`src/rtl/stage_sum_fetch.sv`:
```
// stage_sum_fetch: issues cnt reads from a ROM port and returns their signed sum.
// Optional threshold compare on the result is enabled by defining STAGE_THRESH_EN.
module stage_sum_fetch #(
  parameter int W_DATA  = 13,
  parameter int W_ADDR  = 12,
  parameter int W_CNT   = 8,
  parameter int MAX_OUT = 2,
  parameter int W_ACC   = W_DATA + W_CNT
) (
  input  logic              clk,
  input  logic              rst,
  input  logic              req_valid,
  output logic              req_ready,
  input  logic [W_ADDR-1:0] req_base,
  input  logic [W_CNT-1:0]  req_cnt,
`ifdef STAGE_THRESH_EN
  input  logic [W_ACC-1:0]  req_thr,
`endif
  output logic              addr_valid,
  input  logic              addr_ready,
  output logic [W_ADDR-1:0] addr_data,
  input  logic              data_valid,
  output logic              data_ready,
  input  logic [W_DATA-1:0] data,
  output logic              sum_valid,
  input  logic              sum_ready,
  output logic [W_ACC-1:0]  sum_data,
`ifdef STAGE_THRESH_EN
  output logic              sum_pass,
`endif
  output logic              busy
);

  localparam int W_O = $clog2(MAX_OUT + 1);

  typedef enum logic [1:0] {
    S_IDLE,
    S_RUN,
    S_DONE
  } state_t;

  state_t            r_state, w_state;
  logic [W_ADDR-1:0] r_addr, w_addr;
  logic              r_addr_valid, w_addr_valid;
  logic [W_CNT-1:0]  r_cnt, w_cnt;
  logic [W_CNT-1:0]  r_issued, w_issued;
  logic [W_CNT-1:0]  r_received, w_received;
  logic [W_O-1:0]    r_out, w_out;
  logic [W_ACC-1:0]  r_acc, w_acc;
  logic [W_ACC-1:0]  r_sum, w_sum;
  logic              r_sum_valid, w_sum_valid;
  logic              w_req_hs, w_addr_hs;
  logic              w_data_hs, w_sum_hs;
  logic [W_ACC-1:0]  w_data_ext;
`ifdef STAGE_THRESH_EN
  logic [W_ACC-1:0]  r_thr, w_thr;
  logic              r_pass, w_pass;
`endif

  assign req_ready  = (r_state == S_IDLE);
  assign data_ready = (r_state == S_RUN);
  assign busy       = (r_state != S_IDLE);
  assign addr_valid = r_addr_valid;
  assign addr_data  = r_addr;
  assign sum_valid  = r_sum_valid;
  assign sum_data   = r_sum;
`ifdef STAGE_THRESH_EN
  assign sum_pass   = r_pass;
`endif

  assign w_req_hs  = req_valid & req_ready;
  assign w_addr_hs = r_addr_valid & addr_ready;
  assign w_data_hs = data_valid & data_ready;
  assign w_sum_hs  = r_sum_valid & sum_ready;

  assign w_data_ext = {{(W_ACC-W_DATA){data[W_DATA-1]}}, data};

  always_comb begin
    w_state      = r_state;
    w_addr       = r_addr;
    w_addr_valid = r_addr_valid;
    w_cnt        = r_cnt;
    w_issued     = r_issued;
    w_received   = r_received;
    w_out        = r_out;
    w_acc        = r_acc;
    w_sum        = r_sum;
    w_sum_valid  = r_sum_valid;
`ifdef STAGE_THRESH_EN
    w_thr        = r_thr;
    w_pass       = r_pass;
`endif
    unique case (r_state)
      S_IDLE: begin
        if (w_req_hs) begin
          w_addr       = req_base;
          w_cnt        = req_cnt;
          w_issued     = '0;
          w_received   = '0;
          w_out        = '0;
          w_acc        = '0;
          w_addr_valid = (req_cnt != '0);
          w_state      = (req_cnt == '0) ? S_DONE : S_RUN;
`ifdef STAGE_THRESH_EN
          w_thr        = req_thr;
`endif
        end
      end
      S_RUN: begin
        if (w_addr_hs) begin
          w_addr   = r_addr + W_ADDR'(1);
          w_issued = r_issued + W_CNT'(1);
        end
        if (w_addr_hs && !w_data_hs) begin
          w_out = r_out + W_O'(1);
        end else if (!w_addr_hs && w_data_hs) begin
          w_out = r_out - W_O'(1);
        end
        if (w_data_hs) begin
          w_acc      = r_acc + w_data_ext;
          w_received = r_received + W_CNT'(1);
        end
        // same-cycle returns free a slot, so the next address goes out unbroken
        w_addr_valid = (w_issued < r_cnt) &&
                       (w_out < W_O'(MAX_OUT));
        if (w_data_hs && (w_received == r_cnt)) begin
          w_addr_valid = 1'b0;
          w_state      = S_DONE;
        end
      end
      S_DONE: begin
        if (!r_sum_valid) begin
          w_sum_valid = 1'b1;
          w_sum       = r_acc;
`ifdef STAGE_THRESH_EN
          w_pass      = ($signed(r_acc) >= $signed(r_thr));
`endif
        end else if (w_sum_hs) begin
          w_sum_valid = 1'b0;
          w_state     = S_IDLE;
        end
      end
      default: w_state = S_IDLE;
    endcase
  end

  always_ff @(posedge clk or negedge rst) begin
    if (!rst) begin
      r_state      <= S_IDLE;
      r_addr       <= '0;
      r_addr_valid <= 1'b0;
      r_cnt        <= '0;
      r_issued     <= '0;
      r_received   <= '0;
      r_out        <= '0;
      r_acc        <= '0;
      r_sum        <= '0;
      r_sum_valid  <= 1'b0;
`ifdef STAGE_THRESH_EN
      r_thr        <= '0;
      r_pass       <= 1'b0;
`endif
    end else begin
      r_state      <= w_state;
      r_addr       <= w_addr;
      r_addr_valid <= w_addr_valid;
      r_cnt        <= w_cnt;
      r_issued     <= w_issued;
      r_received   <= w_received;
      r_out        <= w_out;
      r_acc        <= w_acc;
      r_sum        <= w_sum;
      r_sum_valid  <= w_sum_valid;
`ifdef STAGE_THRESH_EN
      r_thr        <= w_thr;
      r_pass       <= w_pass;
`endif
    end
  end

endmodule

```
`config.mk`:
```
export PLATFORM = sky130hd
export DESIGN_NAME = stage_sum_fetch
export DESIGN_NICKNAME = d
export VERILOG_FILES = /design/src/rtl/stage_sum_fetch.sv
export SDC_FILE = /design/constraint.sdc
export NUM_CORES = 1
export LEC_CHECK = 0
export ABC_AREA = 1
export CAP_MARGIN = 40
export CORE_MARGIN = 2
export CORE_UTILIZATION = 40
export DETAILED_ROUTE_END_ITERATION = 10
export GPL_TIMING_DRIVEN = 0
export PLACE_DENSITY = 0.66
export SLEW_MARGIN = 20
export SYNTH_ARGS = -nofsm -noshare
export SYNTH_HDL_FRONTEND = slang
export SYNTH_SLANG_ARGS = --single-unit
```
`constraint.sdc`:
```
create_clock -name clk -period 5.5 [get_ports clk]
set_input_delay 0.55 -clock clk [delete_from_list [all_inputs] [get_ports clk]]
set_output_delay 0.55 -clock clk [all_outputs]
set_load 0.005 [all_outputs]
```
==> impl_results.md, run 1 <==
- First-pass iteration count of the detailed router: 4
- Number of synthesized flops with an enable pin: 0
- Simple-Gate Fraction of Synth Area: a little under a quarter
- Synth Area in Compound Gates: around 16%
- #FFs+latches synth: 84
- Hold buffers post-CTS: 0
- GP Congestion: just over 0.9
- Die height: 118 microns
- Post-synth top flop: dfrtp_1
- Final hold viol count: 0
- Fin nets: 850
- Sequential element share of the synthesized area: 40.6%
- # rows: 41
- Via count: slightly below 5000
- Distinct cells, synth: 36
- Yosys warns: 0
- Number of antenna violations at the first check in global routing: 0
- Critical path class: register to primary output
- Fmax: ~350 MHz
- WL final: between 10000 and 15000 microns
- Starting Density: 41.0%
- Crit path max fanout: 10
- Syn Std Cell Area: a little over 5000 sq um
- Final ANT Viol Nets: 0
- CP Capture Type: primary output
- Crit share post-route: about 52%
- Die W: around 120 microns
- Worst EP arrival: approximately 2300 ps
- Root buf cell: clkbuf_16
- DP Area: roughly 6200 sq um
- Yosys top cell by area: dfrtp_1
- Wirelength per Cell: 13.6 microns
- Max Slew Vio Count: 0
- Number of diodes: 0
- Fin Setup TNS: 0 ps
- Hold Crit Class: input pin to async pin
- Share of the synthesized area in the top cell type: just over 40%
- Worst Tran Pin Value: between 600 and 700 ps
- Core box area: 12600 sq um
- Vias in the first global route: 4782
- Largest net degree at the start of global routing: 57
- Setup bufs post-CTS: 0
- Aggregate global-route resource usage: just under 20%
- Power Density: 524 nW/um^2
- Reg2reg setup slack: ~3000 ps
- Clk slew on worst S/H paths: approximately 70 ps
- TritonCTS clock tree: yes
- Num ports: slightly below 80
- Syn avg cell area: approximately 7.5 sq um
- WP data required: 4950 ps
- H-tree levels: 3
- Post-cts sizing count: 0
- TritonCTS Buffers: 9
- Adder-cell share of the synthesized area: about 7.6%
- Clock latency on the worst-skew pair: approximately 340 ps
- Status: complete, no violations
- Setup Skew: 8.16 ps
- First-pass GRT wire length: around 22000 microns
- Fraction of final layout cells sized beyond drive strength 1: around 4.8%
- Net count after synthesis: around 760
- Clk sink count: 84
- Leakage: around 3.2 nW
- Final Setup Violations: 0
- Synth Area in XOR/XNOR: 2.54%
- Largest family of logic cells by synthesized area: simple AND/OR/NAND/NOR gates
- # DRC: 0
- Most frequent cells in the layout: 189 x nand2_1, 87 x inv_1, 84 x dfrtp_1, 75 x clkdlybuf4s50_1, 61 x o21ai_0
- Max-Cap Viols: 0
- DP Wirelength: 10000 microns
- VDD IR max: around 0.25 mV
- Vias per inst: 5.10
- Mux contribution to synthesized area: approximately 2.1%
- First DRT Iteration DRCs: around 270
- Grt ovf: 0
- Fin crit period: around 2900 ps
- Commonest non-fill, non-tap cell in the layout: nand2_1
- Port bufs: between 70 and 80
- Top cells by area, synth: dfrtp_1 41%, nand2_1 14%, ha_1 7.2%
- Total die area: between 10000 and 15000 sq um
- Synthesis-to-layout area growth: 25.4%
- Worst Setup Start Kind: register
- CTS Buffer Depth: 2
- RSZ-0062 raised after global routing: false
- Final instance area: 6490 sq um
- Synthesized netlist cell count: 692
- Relative slew slack: around three fifths
- Post-synth ARST share: 100%
-- final timing paths --
| path | cells after the start | end | startpoint |
|---|---|---|---|
| worst min register to register | 2 | sum_data[9] | sum_data[9] |
| max in group asynchronous | 2 | r_issued[7] | rst |
| worst max register to register | 13 | addr_valid | addr_valid |
| worst max-delay path | 5 | data_ready | r_state[1] |
| worst min-delay path | 1 | sum_data[11] | rst |
| min in group clk | 2 | sum_data[9] | sum_data[9] |
-- final cells by class --
type	instances	area, sq um
tap	172	215
timing repair buffer	77	786
multi-input combinational	503	2680
buffer	15	62.6
clock buffer	13	270
fill	1244	6120
sequential	84	2100
inverter	90	338
clock inverter	3	43.8
-- Yosys cell counts, drive strengths merged, types with 2 or more instances --
cell / instances
buf: 5
nor2: 59
nand3: 36
clkbuf: 10
o21a: 2
inv: 89
o21ai: 73
o22ai: 12
a31oi: 4
nand3b: 3
a21o: 4
dfrtp: 84
mux2: 9
o21bai: 2
a21boi: 2
ha: 30
nor3: 6
a22o: 2
a21oi: 36
a32o: 2
xor2: 14
nand4: 5
a2bb2oi: 4
nor4: 2
nand2: 189
or2: 2
-- sequential cells by signal, summed over array words and instances, names as in the netlist --
signal / flops
sum_valid: 1
r_received: 8
r_state: 2
r_issued: 8
sum_data: 21
addr_valid: 1
r_out: 2
r_cnt: 8
addr_data: 12
r_acc: 21
-- routing by layer --
metal,wire [microns],GRT usage (%),vias to the layer above
met4,256,7.08,0
met1,6190,26.7,2286
met5,0,0,-
li1,-,-,2456
met3,593,4.07,17
met2,6020,31.7,117
-- power by group --
| part | internal, mW | leakage, nW | total, mW | switching, mW |
|---|---|---|---|---|
| Clock | 0.389 | 0.156 | 0.635 | 0.245 |
| Combinational | 0.739 | 1.92 | 1.72 | 0.977 |
| Sequential | 0.864 | 1.08 | 1.05 | 0.186 |
-- metrics by stage --
step | hold slack [ps] | std cells | setup WS [ps] | utilization [%] | total power [mW]
final | 131 | 957 | 2620 | 51.5 | 3.40
after global routing | 146 | 957 | 2460 | 51.5 | 3.72
after CTS | 136 | 957 | 2610 | 51.5 | 3.42
after detailed placement | 473 | 941 | 2390 | 49.0 | 2.77
after global placement | 467 | 940 | 787 | 48.8 | 2.73
after floorplan | 254 | 692 | 3200 | - | 2.12
-- kinds of logic (layout without fill, tap and decap cells) --
kind of cell             Yosys count  after routing
multiplexers                      10             10
flip-flops                        84             84
buffers and inverters            105            198
AND/OR/NAND/NOR                  302            302
XOR/XNOR                          15             15
adder cells (fa/ha/maj)           31             31
AO/OA/AOI/OAI                    145            145
-- worst max-delay path, cell delays in order, from the launching register on --
cell and delay [ps]:
dfrtp_1 380, inv_1 140, nand2_1 150, clkinv_1 180
clkbuf_1 500, clkdlybuf4s50_1 620
Note: power is estimated with default switching activity, not from simulation.
==> run 2, diff against run 1 <==
==> constraint.sdc (replaced) <==
create_clock -name clk -period 2.68 [get_ports clk]
set_input_delay 0.268 -clock clk [delete_from_list [all_inputs] [get_ports clk]]
set_output_delay 0.268 -clock clk [all_outputs]
set_load 0.005 [all_outputs]
==> impl_results.md, run 2 (synthesis gave the netlist of run 1 again) <==
- Status: complete, no violations
- Aggregate global-route resource usage: approximately 20%
- Power Density: 1070 nW/um^2
- Final WS setup: ~230 ps
- Fmax: 408 MHz
- Vias in the first global route: 4782
- Max-Cap Viols: 0
- Setup Skew: a little over 9 ps
- # DRC: 0
- First DRT Iteration DRCs: ~300
- DP Wirelength: roughly 10000 microns
- Fraction of final layout cells sized beyond drive strength 1: 4.97%
- Largest net degree at the start of global routing: 57
- Worst slack at placement: -146 ps
- Final hold viol count: 0
- Footprint of the multi-input gates: 2680 sq um
- Die W: ~120 microns
- Commonest non-fill, non-tap cell in the layout: nand2_1
- Comb pwr share: between 50% and 60%
- First-pass GRT wire length: 22400 microns
- VDD IR max: a little over 0.5 mV
- GP Congestion: 0.936
- Num ports: 77
- First-pass iteration count of the detailed router: 4
- Clock Power Share: a little under a fifth
- Core box area: ~13000 sq um
- H-tree levels: 3
- CP Capture Type: register
- WP data required: just under 3000 ps
- Fin crit period: between 2000 and 2500 ps
- Worst EP arrival: 2690 ps
- Net Sw Power: about 2.9 mW
- Final Setup Violations: 0
- Leakage: between 3 and 4 nW
- Max Slew Vio Count: 0
- Grt ovf: 0
- Critical path class: input pin to register
- Crit share post-route: 91.6%
- Internal cell power: about 4.1 mW
- Most frequent cells in the layout: 189 x nand2_1, 87 x inv_1, 84 x dfrtp_1, 75 x clkdlybuf4s50_1, 61 x o21ai_0
- Number of diodes: 0
- Clk slew on worst S/H paths: about 70 ps
- Number of antenna violations at the first check in global routing: 0
- Via count: 4848
- Total die area: roughly 14000 sq um
- Final ANT Viol Nets: 0
- Sequential Power Share: 30.9%
- CTS Buffer Depth: 2
- Switching Share: roughly two fifths
- Wirelength per Cell: roughly 14 microns
- Clk sink count: 84
- Final hold slack: 392 ps
- Port bufs: between 70 and 80
- Crit path max fanout: 4
- Worst Tran Pin Value: just under 600 ps
- TritonCTS clock tree: yes
- WL final: roughly 13000 microns
- Fin nets: 850
- Starting Density: ~41%
- Sequential cell area: approximately 2100 sq um
- TritonCTS Buffers: 9
- Root buf cell: clkbuf_16
- RSZ-0062 raised after global routing: false
- Synthesis-to-layout area growth: 25.6%
- # rows: slightly above 40
- Die height: ~120 microns
- Vias per inst: 5.07
- Hold Crit Class: input pin to async pin
- Relative slew slack: 60.6%
- Worst Setup Start Kind: input pin
- Clock latency on the worst-skew pair: 350 ps
- # fillers: approximately 1200
- Setup bufs post-CTS: 0
[run 2: metal layers]
metal | global-route usage [%] | routed length [microns] | vias to the layer above
li1 | - | - | 2453
met1 | 26.7 | 6280 | 2273
met2 | 31.7 | 6020 | 109
met3 | 4.02 | 530 | 13
met4 | 7.08 | 189 | 0
met5 | 0 | 0 | -
[run 2: worst max-delay path, cell delays in order]
cell             delay [ps]
clkdlybuf4s50_1         480
ha_1                    170
inv_1                    50
fa_1                    420
nand3b_1                190
nand2_1                 120
a21boi_0                110
o21ai_0                 420
nand3_1                 180
nand2_1                 100
nand2_1                  50
nand3_1                  60
nand2_1                  50
[run 2: cell type report]
| type | count | area share, % |
|---|---|---|
| plain buffers | 14 | 0.904 |
| clock buffers | 13 | 4.15 |
| clock inverters | 3 | 0.673 |
| inverters | 90 | 5.19 |
| multi-input cells | 503 | 41.2 |
| flip-flops and latches | 84 | 32.3 |
| well taps | 172 | 3.31 |
| repair buffers | 78 | 12.2 |
[run 2: final timing paths]
kind / startpoint / end / slack, ps / cells after the start
min in group clk: sum_data[9] / sum_data[9] / 480 / 2
worst max-delay path: data[0] / r_acc[16] / 230 / 13
worst max register to register: r_acc[0] / r_acc[16] / 300 / 12
max in group asynchronous: rst / r_issued[7] / 1670 / 3
worst min-delay path: rst / sum_data[11] / 390 / 2
worst min register to register: sum_data[9] / sum_data[9] / 480 / 2
[run 2: through the flow]
step | std cells | cell area (sq um) | power (mW) | util (%) | TNS [ps]
after floorplan | 692 | 5180 | 4.34 | - | 0
after global placement | 940 | 6160 | 5.59 | 48.8 | -146480
after detailed placement | 941 | 6180 | 5.68 | 49.0 | -332
after CTS | 958 | 6500 | 7.02 | 51.5 | 0
after global routing | 957 | 6510 | 7.64 | 51.6 | 0
final | 957 | 6510 | 6.98 | 51.6 | 0
[run 2: power groups by stage]
| stage | Combinational, mW | Clock (mW) | Sequential, mW |
|---|---|---|---|
| detailed placement | 3.51 | 0 | 2.17 |
| global placement | 3.44 | 0 | 2.16 |
| floorplan | 2.25 | 0 | 2.10 |
| finish | 3.52 | 1.30 | 2.16 |
| global route | 4.02 | 1.40 | 2.23 |
| CTS | 3.54 | 1.33 | 2.15 |
[run 2: repair_timing]
| item | 4_1_cts | 5_1_grt |
|---|---|---|
| setup endpoints to repair | 0 | 2 |
| hold endpoints to repair | 28 | 0 |
| hold buffers | 1 | 0 |
| resized for setup | 0 | 1 |
